**src/rtl/pfr_pll_seq_pkg.sv**
```systemverilog
// Shared types and helpers for the PLL / domain reset sequencer.
// Latency: n/a (types, constants and an elaboration-time helper only).
// Backpressure: n/a.
package pfr_pll_seq_pkg;

    typedef enum logic [2:0] {
        PLL_RST,
        WAIT_LOCK,
        STABLE,
        RELEASE,
        RUN,
        FAIL
    } seq_state_t;

    localparam int DEF_PLL_RST_CYCLES      = 16;
    localparam int DEF_LOCK_TIMEOUT_CYCLES = 4096;
    localparam int DEF_LOCK_STABLE_CYCLES  = 64;
    localparam int DEF_STAGE_DELAY_CYCLES  = 8;

    function automatic int max4(input int a, input int b, input int c, input int d);
        int m;
        m = a;
        if (b > m) m = b;
        if (c > m) m = c;
        if (d > m) m = d;
        return m;
    endfunction

    // The shared down-counter is loaded with (cycles - 1), so it must hold
    // the largest cycle parameter; +1 keeps a single-cycle setting legal.
    function automatic int cnt_width(input int a, input int b, input int c, input int d);
        return $clog2(max4(a, b, c, d) + 1);
    endfunction

    localparam int SEQ_CNT_W = cnt_width(DEF_PLL_RST_CYCLES, DEF_LOCK_TIMEOUT_CYCLES,
                                         DEF_LOCK_STABLE_CYCLES, DEF_STAGE_DELAY_CYCLES);

endpackage

```
**src/rtl/synchronizer.sv**
```systemverilog
// Generic multi-flop synchronizer for bringing asynchronous levels into clk.
// Latency: STAGES clk cycles from d to q.
// Backpressure: none; level signals only, no handshake.
// Ports: clk, rst_n (async active-low, clears the chain), d (async in), q (synchronized out).
module synchronizer #(
    parameter int STAGES = 2,
    parameter int WIDTH  = 1
) (
    input  logic             clk,
    input  logic             rst_n,
    input  logic [WIDTH-1:0] d,
    output logic [WIDTH-1:0] q
);

    logic [WIDTH-1:0] chain [STAGES];

    always_ff @(posedge clk or negedge rst_n) begin
        if (!rst_n) begin
            for (int i = 0; i < STAGES; i++) begin
                chain[i] <= '0;
            end
        end else begin
            chain[0] <= d;
            for (int i = 1; i < STAGES; i++) begin
                chain[i] <= chain[i-1];
            end
        end
    end

    assign q = chain[STAGES-1];

endmodule

```
**src/rtl/pfr_pll_reset_sequencer.sv**
```systemverilog
// PLL reset / lock qualification and staggered per-domain reset release, on the reference clock.
// Latency: pll_locked reaches decisions after 2 sync flops; every output is registered (one more cycle).
// Backpressure: none; single-cycle pulse inputs are acted on in the cycle they are seen.
// Ports: clk, resetn (async active-low), pll_locked (async), relock_req / clear_status (pulses);
//        pll_reset, domain_rst_n[NUM_DOMAINS], sys_ready, pll_fail, lock_lost_sticky, retry_count.
module pfr_pll_reset_sequencer
    import pfr_pll_seq_pkg::*;
#(
    parameter int NUM_DOMAINS         = 4,
    parameter int PLL_RST_CYCLES      = 16,
    parameter int LOCK_TIMEOUT_CYCLES = 4096,
    parameter int LOCK_STABLE_CYCLES  = 64,
    parameter int STAGE_DELAY_CYCLES  = 8,
    parameter int MAX_RETRIES         = 3
) (
    input  logic                             clk,
    input  logic                             resetn,
    input  logic                             pll_locked,
    input  logic                             relock_req,
    input  logic                             clear_status,
    output logic                             pll_reset,
    output logic [NUM_DOMAINS-1:0]           domain_rst_n,
    output logic                             sys_ready,
    output logic                             pll_fail,
    output logic                             lock_lost_sticky,
    output logic [$clog2(MAX_RETRIES+1)-1:0] retry_count
);

    localparam int CW = cnt_width(PLL_RST_CYCLES, LOCK_TIMEOUT_CYCLES,
                                  LOCK_STABLE_CYCLES, STAGE_DELAY_CYCLES);
    localparam int RW = $clog2(MAX_RETRIES + 1);
    localparam int IW = $clog2(NUM_DOMAINS + 1);

    localparam logic [CW-1:0] RST_LOAD    = CW'(PLL_RST_CYCLES - 1);
    localparam logic [CW-1:0] TIMEOUT_LOAD = CW'(LOCK_TIMEOUT_CYCLES - 1);
    localparam logic [CW-1:0] STABLE_LOAD = CW'(LOCK_STABLE_CYCLES - 1);
    localparam logic [CW-1:0] STAGE_LOAD  = CW'(STAGE_DELAY_CYCLES - 1);
    localparam logic [RW-1:0] RETRY_MAX   = RW'(MAX_RETRIES);
    localparam logic [IW-1:0] IDX_ALL     = IW'(NUM_DOMAINS);

    seq_state_t     state;
    logic [CW-1:0]  cnt;
    logic [IW-1:0]  idx;
    logic           lock_s;
    logic [RW-1:0]  retry_base;
    logic [RW-1:0]  retry_inc;

    synchronizer #(
        .STAGES (2),
        .WIDTH  (1)
    ) u_lock_sync (
        .clk   (clk),
        .rst_n (resetn),
        .d     (pll_locked),
        .q     (lock_s)
    );

    // A clear in the same cycle as a timeout is applied first, so the
    // increment lands on zero and the result is 1.
    always_comb begin
        retry_base = clear_status ? '0 : retry_count;
        retry_inc  = (retry_base == RETRY_MAX) ? retry_base : retry_base + RW'(1);
    end

    always_ff @(posedge clk or negedge resetn) begin
        if (!resetn) begin
            state            <= PLL_RST;
            cnt              <= RST_LOAD;
            idx              <= '0;
            pll_reset        <= 1'b1;
            domain_rst_n     <= '0;
            sys_ready        <= 1'b0;
            pll_fail         <= 1'b0;
            lock_lost_sticky <= 1'b0;
            retry_count      <= '0;
        end else begin
            // Later assignments in this block override the clear, which
            // gives a same-cycle sticky set or retry increment priority.
            if (clear_status) begin
                lock_lost_sticky <= 1'b0;
                retry_count      <= '0;
            end

            if (relock_req) begin
                state        <= PLL_RST;
                cnt          <= RST_LOAD;
                idx          <= '0;
                pll_reset    <= 1'b1;
                domain_rst_n <= '0;
                sys_ready    <= 1'b0;
                pll_fail     <= 1'b0;
                if (state == FAIL) begin
                    retry_count <= '0;
                end
            end else begin
                case (state)
                    PLL_RST: begin
                        if (cnt == '0) begin
                            state     <= WAIT_LOCK;
                            cnt       <= TIMEOUT_LOAD;
                            pll_reset <= 1'b0;
                        end else begin
                            cnt <= cnt - CW'(1);
                        end
                    end

                    WAIT_LOCK: begin
                        if (lock_s) begin
                            state <= STABLE;
                            cnt   <= STABLE_LOAD;
                        end else if (cnt == '0) begin
                            retry_count <= retry_inc;
                            pll_reset   <= 1'b1;
                            if (retry_inc == RETRY_MAX) begin
                                state    <= FAIL;
                                pll_fail <= 1'b1;
                            end else begin
                                state <= PLL_RST;
                                cnt   <= RST_LOAD;
                            end
                        end else begin
                            cnt <= cnt - CW'(1);
                        end
                    end

                    STABLE: begin
                        // Any dropout restarts qualification; not a retry.
                        if (!lock_s) begin
                            state <= WAIT_LOCK;
                            cnt   <= TIMEOUT_LOAD;
                        end else if (cnt == '0) begin
                            state        <= RELEASE;
                            cnt          <= STAGE_LOAD;
                            idx          <= IW'(1);
                            domain_rst_n <= NUM_DOMAINS'(1);
                        end else begin
                            cnt <= cnt - CW'(1);
                        end
                    end

                    RELEASE: begin
                        if (!lock_s) begin
                            state        <= PLL_RST;
                            cnt          <= RST_LOAD;
                            idx          <= '0;
                            pll_reset    <= 1'b1;
                            domain_rst_n <= '0;
                        end else if (idx == IDX_ALL) begin
                            state     <= RUN;
                            sys_ready <= 1'b1;
                        end else if (cnt == '0) begin
                            // OR-in keeps earlier bits set, so release order holds.
                            domain_rst_n <= domain_rst_n | (NUM_DOMAINS'(1) << idx);
                            idx          <= idx + IW'(1);
                            cnt          <= STAGE_LOAD;
                        end else begin
                            cnt <= cnt - CW'(1);
                        end
                    end

                    RUN: begin
                        if (!lock_s) begin
                            state            <= PLL_RST;
                            cnt              <= RST_LOAD;
                            idx              <= '0;
                            pll_reset        <= 1'b1;
                            domain_rst_n     <= '0;
                            sys_ready        <= 1'b0;
                            lock_lost_sticky <= 1'b1;
                        end
                    end

                    FAIL: begin
                        // Terminal: outputs hold until relock_req or resetn.
                    end

                    default: begin
                        state        <= PLL_RST;
                        cnt          <= RST_LOAD;
                        idx          <= '0;
                        pll_reset    <= 1'b1;
                        domain_rst_n <= '0;
                        sys_ready    <= 1'b0;
                        pll_fail     <= 1'b0;
                    end
                endcase
            end
        end
    end

endmodule

```
**config.mk**
```make
export PLATFORM = sky130hd
export DESIGN_NAME = pfr_pll_reset_sequencer
export DESIGN_NICKNAME = d
export VERILOG_FILES = /design/src/rtl/pfr_pll_seq_pkg.sv /design/src/rtl/synchronizer.sv /design/src/rtl/pfr_pll_reset_sequencer.sv
export SDC_FILE = /design/constraint.sdc
export NUM_CORES = 1
export LEC_CHECK = 0
export CORE_UTILIZATION = 55
export CTS_BUF_LIST = sky130_fd_sc_hd__clkbuf_4 sky130_fd_sc_hd__clkbuf_8
export DETAILED_ROUTE_END_ITERATION = 10
export PLACE_DENSITY_LB_ADDON = 0.1
export SLEW_MARGIN = 15
export SYNTH_ARGS = -nofsm -noshare
export SYNTH_HDL_FRONTEND = slang
export SYNTH_HIERARCHICAL = 1
export SYNTH_SLANG_ARGS = --single-unit
```
**constraint.sdc**
```tcl
create_clock -name clk -period 2.06 [get_ports clk]
set_input_delay 0.412 -clock clk [delete_from_list [all_inputs] [get_ports clk]]
set_output_delay 0.412 -clock clk [all_outputs]
set_load 0.01 [all_outputs]
```
==> qor.yml <==
logic_synthesis:
  yosysTopAreaCellShare: 0.3088
  ys_ff_latch: 31
  synth_edf_count: 0
  post_synth.cell_area_avg_um2: 8.779
  ys_warn_count: 6
  synth_area_leader_cell: "dfrtp_1"
  ys_types: 63
  synth_flop_cell: "dfrtp_1"
  synth.top_cells.by_area: "dfrtp_1 (31%), dfstp_2 (6.2%), nand2_1 (4.5%)"
  synth.most_common_cell: "dfrtp_1"
  netlist_instances: 240
  syn-cell-area_um2: 2107
  syn_nets: 251
  ys_async_sr_fraction: 1.000
  synthTopCellsByCount: "dfrtp_1 (26), nand2_1 (25), nor2_1 (21), a21oi_1 (17), o21ai_1 (12)"
  seq_area_frac_synth: 0.3711
clock_network:
  cts_root_buffer: "clkbuf_8"
  insertion_delay_ps: 290
  path_clk_slew_ps: 60
  cts.sinks: 31
  cts_made_buffers: 5
  htreeDepth: 2
  cts_tree: "done"
  clk_path_buf_depth: 2
global_route:
  antenna_found_initial: 0
  grt_pass1_wl_um: 8749
  grt.overflow.total: 0
  track_usage: 0.2829
  grt_pass1_vias: 1872
  grt_max_degree: 32
layout:
  areaGrowthSynthToFinish_pct: 27.61
  antennaDiodeCount: 0
  nets: 295
  drive_gt1_frac: 0.2702
setup_path:
  r2r_end: "cnt[5]"
  worst-r2r-cell-count: 9
  critical_path.max_fanout: 5
  regToRegStartpoint: "cnt[0]"
  critical_path.cell_chain: "inv_1 > ha_4 > nor4b_4 > buf_4 > nand4_1 > buf_4 > a22o_1 > o2111ai_1 > o211ai_1"
  crit_buf_inv: 3
  critPathTopFamily: "buffers and inverters"
  worst_path_most_repeated_cell: "buf_4"
  critPathCaptureType: "register"
  start_kind: "register"
  r2r_slack_ps: 80
  critPathMaxStageDelay_ps: 370
  worstPathArrival_ps: 2150
  required_ps: 2220
  cp_slowest_cell: "dfstp_2"
  crit_type: "register to register"
job:
  drv_cap: 0
sta:
  hold_viol_final: 0
  finalSetupViolCount: 0
  relSlewSlack: 0.5397
  worstMarginPinSlew_ps: 687.4
  maxSlewViolCount: 0
  tns_ps: 0
  fin_crit_ps: 1981
  rsz0062_at_grt: "false"
  max_freq_mhz: 504.7
  fin_crit_sh: 0.9619
  clock_skew_ps: 5.877
routing:
  drtPass1Iterations: 5
  viasPerCell: 6.096
  finalWirelength_um: 5312
  drtAntennaViolNets: 0
  num_vias: 2030
  dr.first_iter.drc_count: 133
  route.detailed.drc: 0
  wl_per_cell_um: 15.95
placement:
  hpwl_um: 3799
  gp_congestion: 0.8805
  io_buffers: 14
die:
  rows: 22
  dieArea_um2: 4083
  ioPinCount: 15
  die_w_um: 63.90
  initial_utilization: 0.5755
  fp.dieH_um: 63.90
  core_area_um2: 3661
pwr:
  ir_drop_mv: 0.3888
  power_leakage_nw: 1.127
  powerDensity_nw_per_um2: 467.2
  power_mw: 1.256
worst_hold_path:
  min_path_type: "register to register"
  min_to: "u_lock_sync/q"
  hold_path_depth: 0
  hold_path_startpoint: "u_lock_sync/chain[1]"
status:
  outcome: "completed"
through the flow:
step | hold WS [ps] | instances | utilization | setup slack, ps | instance area, um2
floorplan | 116.4 | 240 | - | 24.11 | 2112
global placement | 333.0 | 321 | 0.6746 | -99.85 | 2470
detailed placement | 336.3 | 321 | 0.6746 | -77.85 | 2470
CTS | 350.1 | 329 | 0.7047 | 10.96 | 2580
global route | 355.8 | 333 | 0.7345 | 0.8287 | 2689
finish | 347.3 | 333 | 0.7345 | 78.52 | 2689
registers in the layout, indices dropped and copies added, names as in the netlist:
name,count
domain_rst_n,4
pll_reset,1
u_lock_sync/chain,1
idx,3
sys_ready,1
cnt,13
u_lock_sync/q,1
retry_count,2
pll_fail,1
state,3
lock_lost_sticky,1
cell type report:
type,instances,area (um2)
flip-flops and latches,31,782.0
inverters,12,50.05
repair buffers,48,406.6
clock buffers,8,91.34
well taps,48,60.06
multi-input cells,186,1299
fillers,284,972.2
metal layers:
metal  vias to the layer above  wire [um]  GRT usage
met1                       961       2479     0.3814
met3                        11        294    0.06250
met2                        74       2429     0.4335
met4                         0        108     0.1250
li1                        984          -          -
met5                         -          0          0
worst max-delay path by stage:
stage	from	to	slack, ps	cells after the start
6_report	cnt[0]	cnt[5]	80	9
5_1_grt	state[1]	cnt[6]	0.8	6
4_1_cts	cnt[1]	cnt[7]	10	10
3_5_place_dp	cnt[1]	cnt[9]	-80	9
3_3_place_gp	cnt[1]	cnt[9]	-100	9
2_1_floorplan	cnt[0]	cnt[9]	20	9
where the power goes:
part	internal (mW)	switching (mW)	leakage, nW	total, mW
registers	0.622	0.00919	0.411	0.631
logic	0.0558	0.0723	0.666	0.128
clock network	0.279	0.218	0.0498	0.497
total	0.956	0.300	1.13	1.26
layout by cell type (no fill, tap or decap), types with 6 or more instances in the layout:
cell	n
a21oi_1	14
nand2_1	25
buf_4	32
o21ai_0	7
o21ai_1	12
nor2_1	21
inv_1	9
clkdlybuf4s50_1	14
dfrtp_1	26
nand3_1	6
repair_timing:
action	4_1_cts	5_1_grt
gates cloned	0	0
setup buffers	0	4
endpoints found under the setup margin	6	11
resized for setup	5	15
pin swaps	1	8
hold buffers	0	0
cells by family (layout without fill, tap and decap cells):
logic type	after synthesis	after routing	share of synthesized area
adders and majority gates	6	6	0.03563
xor gates and xnor gates	1	1	0.004158
and+or+nand+nor	99	99	0.2571
buffers and inverters	23	68	0.05403
DFF	31	31	0.3711
AOI/OAI and AO/OA	80	80	0.2779
Power figures use the tool's default switching activity.
